**src/rtl/rst_seq_sonata.sv**
```systemverilog
// Staged reset sequencer: synchronises PLL lock and the reset button, holds reset after lock,
// then releases NumStages active-low resets in order. Optional watchdog: RST_SEQ_WDOG_EN.
module rst_seq_sonata #(
    parameter int SysClkFreq     = 50_000_000,
    parameter int DebounceCycles = SysClkFreq / 1000,
    parameter int HoldCycles     = 1024,
    parameter int NumStages      = 3,
    parameter int StageGap       = 16,
    parameter int WdogCycles     = SysClkFreq
) (
    input  logic                 clk_sys_i,
    input  logic                 rst_sys_i,
    input  logic                 pll_locked_i,
    input  logic                 ext_rst_ni,
    input  logic                 sw_rst_req_i,
    input  logic                 wdog_kick_i,
    output logic [NumStages-1:0] rst_stage_no,
    output logic                 seq_done_o,
    output logic [1:0]           rst_cause_o,
    output logic [7:0]           lock_loss_cnt_o
);

    localparam int DB_W   = $clog2(DebounceCycles + 1);
    localparam int HOLD_W = $clog2(HoldCycles + 1);
    localparam int GAP_W  = $clog2(StageGap + 1);
    localparam logic [DB_W-1:0]   DB_LAST   = DB_W'(DebounceCycles - 1);
    localparam logic [HOLD_W-1:0] HOLD_LAST = HOLD_W'(HoldCycles - 1);
    localparam logic [GAP_W-1:0]  GAP_LAST  = GAP_W'(StageGap - 1);

    typedef enum logic [1:0] {S_WAIT_LOCK, S_HOLD, S_RELEASE, S_RUN} state_t;

    state_t                r_state;
    logic [1:0]            r_lock_sync;
    logic [1:0]            r_btn_sync;
    logic                  w_lock_s;
    logic                  w_btn_s;
    logic [DB_W-1:0]       r_db_cnt;
    logic                  r_db_armed;
    logic                  r_btn_press;
    logic [HOLD_W-1:0]     r_hold_cnt;
    logic [GAP_W-1:0]      r_gap_cnt;
    logic [NumStages-1:0]  w_stage_next;
    logic                  w_wdog_fire;

    assign w_lock_s     = r_lock_sync[1];
    assign w_btn_s      = r_btn_sync[1];
    assign w_stage_next = (rst_stage_no << 1) | NumStages'(1);

    always_ff @(posedge clk_sys_i) begin
        if (rst_sys_i) begin
            r_lock_sync <= '0;
            r_btn_sync  <= '0;
        end else begin
            r_lock_sync <= {r_lock_sync[0], pll_locked_i};
            r_btn_sync  <= {r_btn_sync[0], ext_rst_ni};
        end
    end

    // A press fires once per low run and re-arms only after the button is seen released.
    always_ff @(posedge clk_sys_i) begin
        if (rst_sys_i) begin
            r_db_cnt    <= '0;
            r_db_armed  <= 1'b0;
            r_btn_press <= 1'b0;
        end else if (w_btn_s) begin
            r_db_cnt    <= '0;
            r_db_armed  <= 1'b1;
            r_btn_press <= 1'b0;
        end else if (r_db_armed && (r_db_cnt == DB_LAST)) begin
            r_db_armed  <= 1'b0;
            r_btn_press <= 1'b1;
        end else begin
            r_btn_press <= 1'b0;
            if (r_db_armed) r_db_cnt <= r_db_cnt + DB_W'(1);
        end
    end

`ifdef RST_SEQ_WDOG_EN
    localparam int WD_W = $clog2(WdogCycles + 1);
    localparam logic [WD_W-1:0] WD_LAST = WD_W'(WdogCycles - 1);
    logic [WD_W-1:0] r_wdog_cnt;

    always_ff @(posedge clk_sys_i) begin
        if (rst_sys_i) begin
            r_wdog_cnt <= '0;
        end else if ((r_state != S_RUN) || wdog_kick_i) begin
            r_wdog_cnt <= '0;
        end else if (r_wdog_cnt != WD_LAST) begin
            r_wdog_cnt <= r_wdog_cnt + WD_W'(1);
        end
    end

    assign w_wdog_fire = (r_state == S_RUN) && !wdog_kick_i && (r_wdog_cnt == WD_LAST);
`else
    logic w_unused_wdog;
    assign w_unused_wdog = wdog_kick_i & (WdogCycles > 0);
    assign w_wdog_fire   = 1'b0;
`endif

    always_ff @(posedge clk_sys_i) begin
        if (rst_sys_i) begin
            r_state         <= S_WAIT_LOCK;
            rst_stage_no    <= '0;
            seq_done_o      <= 1'b0;
            rst_cause_o     <= 2'd0;
            lock_loss_cnt_o <= 8'd0;
            r_hold_cnt      <= '0;
            r_gap_cnt       <= '0;
        end else if (r_state == S_WAIT_LOCK) begin
            rst_stage_no <= '0;
            seq_done_o   <= 1'b0;
            if (w_lock_s) begin
                r_state    <= S_HOLD;
                r_hold_cnt <= '0;
            end
        end else if (!w_lock_s) begin
            r_state      <= S_WAIT_LOCK;
            rst_stage_no <= '0;
            seq_done_o   <= 1'b0;
            rst_cause_o  <= 2'd1;
            if (lock_loss_cnt_o != 8'hFF) lock_loss_cnt_o <= lock_loss_cnt_o + 8'd1;
        end else if (w_wdog_fire || r_btn_press || sw_rst_req_i) begin
            r_state      <= S_HOLD;
            r_hold_cnt   <= '0;
            rst_stage_no <= '0;
            seq_done_o   <= 1'b0;
            rst_cause_o  <= w_wdog_fire ? 2'd3 : 2'd2;
        end else begin
            case (r_state)
                S_HOLD: begin
                    if (r_hold_cnt == HOLD_LAST) begin
                        rst_stage_no <= NumStages'(1);
                        r_gap_cnt    <= '0;
                        if (NumStages == 1) begin
                            r_state    <= S_RUN;
                            seq_done_o <= 1'b1;
                        end else begin
                            r_state <= S_RELEASE;
                        end
                    end else begin
                        r_hold_cnt <= r_hold_cnt + HOLD_W'(1);
                    end
                end
                S_RELEASE: begin
                    if (r_gap_cnt == GAP_LAST) begin
                        rst_stage_no <= w_stage_next;
                        r_gap_cnt    <= '0;
                        if (&w_stage_next) begin
                            r_state    <= S_RUN;
                            seq_done_o <= 1'b1;
                        end
                    end else begin
                        r_gap_cnt <= r_gap_cnt + GAP_W'(1);
                    end
                end
                default: ;
            endcase
        end
    end

endmodule

```
**config.mk**
```make
export PLATFORM = sky130hd
export DESIGN_NAME = rst_seq_sonata
export DESIGN_NICKNAME = d
export VERILOG_FILES = /design/src/rtl/rst_seq_sonata.sv
export SDC_FILE = /design/constraint.sdc
export NUM_CORES = 1
export LEC_CHECK = 0
export CORE_ASPECT_RATIO = 0.7
export CORE_MARGIN = 1
export CORE_UTILIZATION = 30
export CTS_CLUSTER_DIAMETER = 40
export CTS_CLUSTER_SIZE = 14
export DETAILED_ROUTE_END_ITERATION = 7
export SYNTH_ARGS = -nofsm -noshare
export SYNTH_HDL_FRONTEND = slang
export SYNTH_SLANG_ARGS = --single-unit
```
**constraint.sdc**
```tcl
create_clock -name clk_sys_i -period 4.7 [get_ports clk_sys_i]
set_input_delay 0.94 -clock clk_sys_i [delete_from_list [all_inputs] [get_ports clk_sys_i]]
set_output_delay 0.94 -clock clk_sys_i [all_outputs]
set_load 0.02 [all_outputs]
```
==> reports/results.tsv <==
metric	value	unit
antenna_found_initial	0	
synth.distinct_cells	49	
drive_gt1_share	7.24	%
via_count	1980	
finalSetupTns	0	ns
grt_overflow	0	
hold_depth	2	
seq_area_frac_synth	43.8	%
required	4.90	ns
yosys_most_used_dff	dfxtp_1	
cp-start-kind	input port	
diodes	0	
clkLatencyLatePin	0.29	ns
period_needed	2.50	ns
worstHoldStart	r_hold_cnt[10]$_SDFFE_PP0P_	
cap_violations	0	
yosysMostFrequentCell	dfxtp_1	
arrival	2.70	ns
power_leakage	0.000957	uW
clock_sinks	54	
drtIter0Drc	74	
p_per_area	320	nW/um2
crit_buf_inv	1	
fp.dieH	77.9	um
layout.nets	313	
wl	4.79	mm
grt_pass1_wl	8.50	mm
worstMarginPinSlew	0.607	ns
ys_seq_elements	54	
startpoint	sw_rst_req_i	
slew_violations	0	
die_x	110	um
synth_edf_count	0	
via_per_inst	4.89	
grt_max_degree	31	
cts_setup_buffers	0	
slowest_delay	0.61	ns
worstHoldPathType	reg -> reg	
core_region_area	7910	um2
setup_viol	0	
synth_area	2470	um2
synth_top_area_cell	dfxtp_1	
yosysTopAreaCellShare	43.8	%
ant_nets	0	
async_flop_share	0	%
cp_slowest_cell	o31ai_2	
ys_top_cells_by_area	dfxtp_1 (44%), nor2_1 (6.7%), a21oi_1 (4.3%), xnor2_1 (4.3%), xor2_1 (3.9%)	
vdd_drop_max	0.195	mV
reg2reg_from	r_state[0]$_SDFFE_PP0P_	
port_buffers	18	
crit_chain	clkdlybuf4s50_1 -> o31ai_2 -> nand2b_1 -> a311oi_1	
place.gp.congestion	0.770	
io_pins	20	
multi_input_area	1320	um2
post_cts_resized	0	
r2r-end	r_hold_cnt[10]$_SDFFE_PP0P_	
syn-num-nets	296	
synth-warning-count	0	
r2r_slack	2.78	ns
power	933	uW
drc_errors	0	
drt_first_pass_iters	5	
grt_setup_unrepaired	no	
cts_tree	done	
hold_viol	0	
ff_latch_area	1080	um2
fin_skew	0.00982	ns
wl_per_cell	11.8	um
synth_cells	286	
grtUsageTotal	12.0	%
cp-end-kind	flip-flop	
cts_buffers	5	
hold_ws	0.429	ns
cts_max_path_buffers	2	
min_to	r_hold_cnt[10]$_SDFFE_PP0P_	
clk_pin_slew_worst_paths	0.07	ns
status	completed	
initial_core_util	31.2	%
rows	27	
synth_commonest_cells	dfxtp_1 (54), nor2_1 (44), a21oi_1 (21)	
path_class	in -> reg	
grt_pass1_vias	1794	
crit_family	compound AO/OA/AOI/OAI gates	
post-route-period-util	53.2	%
clock.fmax	400	MHz
fp.dieArea	8600	um2
syn_avg_cell_area	8.63	um2
cts_max_level	2	
r2r_cells	4	
dp_hpwl	3.40	mm
slew_headroom	59.3	%
clockRootBuffer	clkbuf_16	
area_growth	18.2	%
holdBufCountCts	0	
crit_fanout	8	
fill_cells	840	
## worst max-delay path by stage
stage / endpoint / slack (ns) / cells after the start
floorplan: r_gap_cnt[1]$_SDFFE_PP0P_ / 2.73 / 5
global placement: r_hold_cnt[10]$_SDFFE_PP0P_ / 1.92 / 4
detailed placement: r_hold_cnt[10]$_SDFFE_PP0P_ / 1.90 / 4
CTS: r_hold_cnt[10]$_SDFFE_PP0P_ / 2.20 / 4
global route: r_hold_cnt[10]$_SDFFE_PP0P_ / 2.04 / 4
finish: r_hold_cnt[10]$_SDFFE_PP0P_ / 2.20 / 4
## power by group
part | switching (uW) | total, uW | internal (uW)
logic | 18.8 | 32.4 | 13.5
registers | 4.89 | 467 | 462
clock network | 166 | 434 | 268
total | 189 | 933 | 743
## flip-flops by register name, summed over array words and instances, names as in the netlist
register and flops:
rst_cause_o 2, r_btn_sync 2, seq_done_o 1, lock_loss_cnt_o 8, r_state 2, r_lock_sync 2, r_db_armed 1, rst_stage_no 3
r_hold_cnt 11, r_btn_press 1, r_db_cnt 16, r_gap_cnt 5
## metal layers
layer  up-vias  part of all wire [%]  GRT usage, %
met5         -                     0             0
met4         0                  0.88          3.60
met3         2                   3.2          2.89
met2        26                    39          17.2
met1       902                    57          17.4
li1       1050                     -             -
## stage by stage
stage,worst slack (ns),util [%],instance area [um2],instances
3_5_place_dp,1.90,34.7,2740,397
6_report,2.20,36.9,2920,405
3_3_place_gp,1.92,34.7,2740,397
5_1_grt,2.04,36.9,2920,405
2_1_floorplan,2.73,-,2470,286
4_1_cts,2.20,36.9,2920,405
## placed cells by master, fill, tap and decap left out, drive strengths merged, types with 2 or more instances in the layout
cell type	n
dfxtp	54
nor2	44
a21oi	21
nand3	19
clkdlybuf4s50	18
nand2	15
o21ai	13
xnor2	12
xor2	11
nand4	10
inv	9
nor3	6
and4	6
clkbuf	6
nor3b	5
nor2b	5
a211oi	5
or3	5
ha	4
nor4	3
nand2b	2
o21bai	2
a22oi	2
or2	2
nor4b	2
and3	2
nand4b	2
a31oi	2
o31ai	2
and2	2
## cell type report
type,count,share of cell area [%]
Sequential cell,54,37.0
Timing Repair Buffer,19,6.43
Clock buffer,6,4.76
Tap cell,101,4.33
Clock inverter,2,1.33
Multi-Input combinational cell,215,45.1
Inverter,8,1.03
## worst min-delay path, stage by stage, from the launching register on
cell and delay [ns]:
dfxtp_1 0.31, inv_1 0.04, a311oi_1 0.03
## cell families after synthesis
| group | share of synthesized area (%) |
|---|---|
| AND/OR/NAND/NOR | 28.9 |
| flip-flops | 43.8 |
| AO/OA/AOI/OAI | 13.8 |
| XOR/XNOR | 8.16 |
| buffers and inverters | 2.89 |
| adder cells (fa/ha/maj) | 2.03 |
| multiplexers | 0.405 |
No activity file was read; power rests on OpenSTA's default activity.
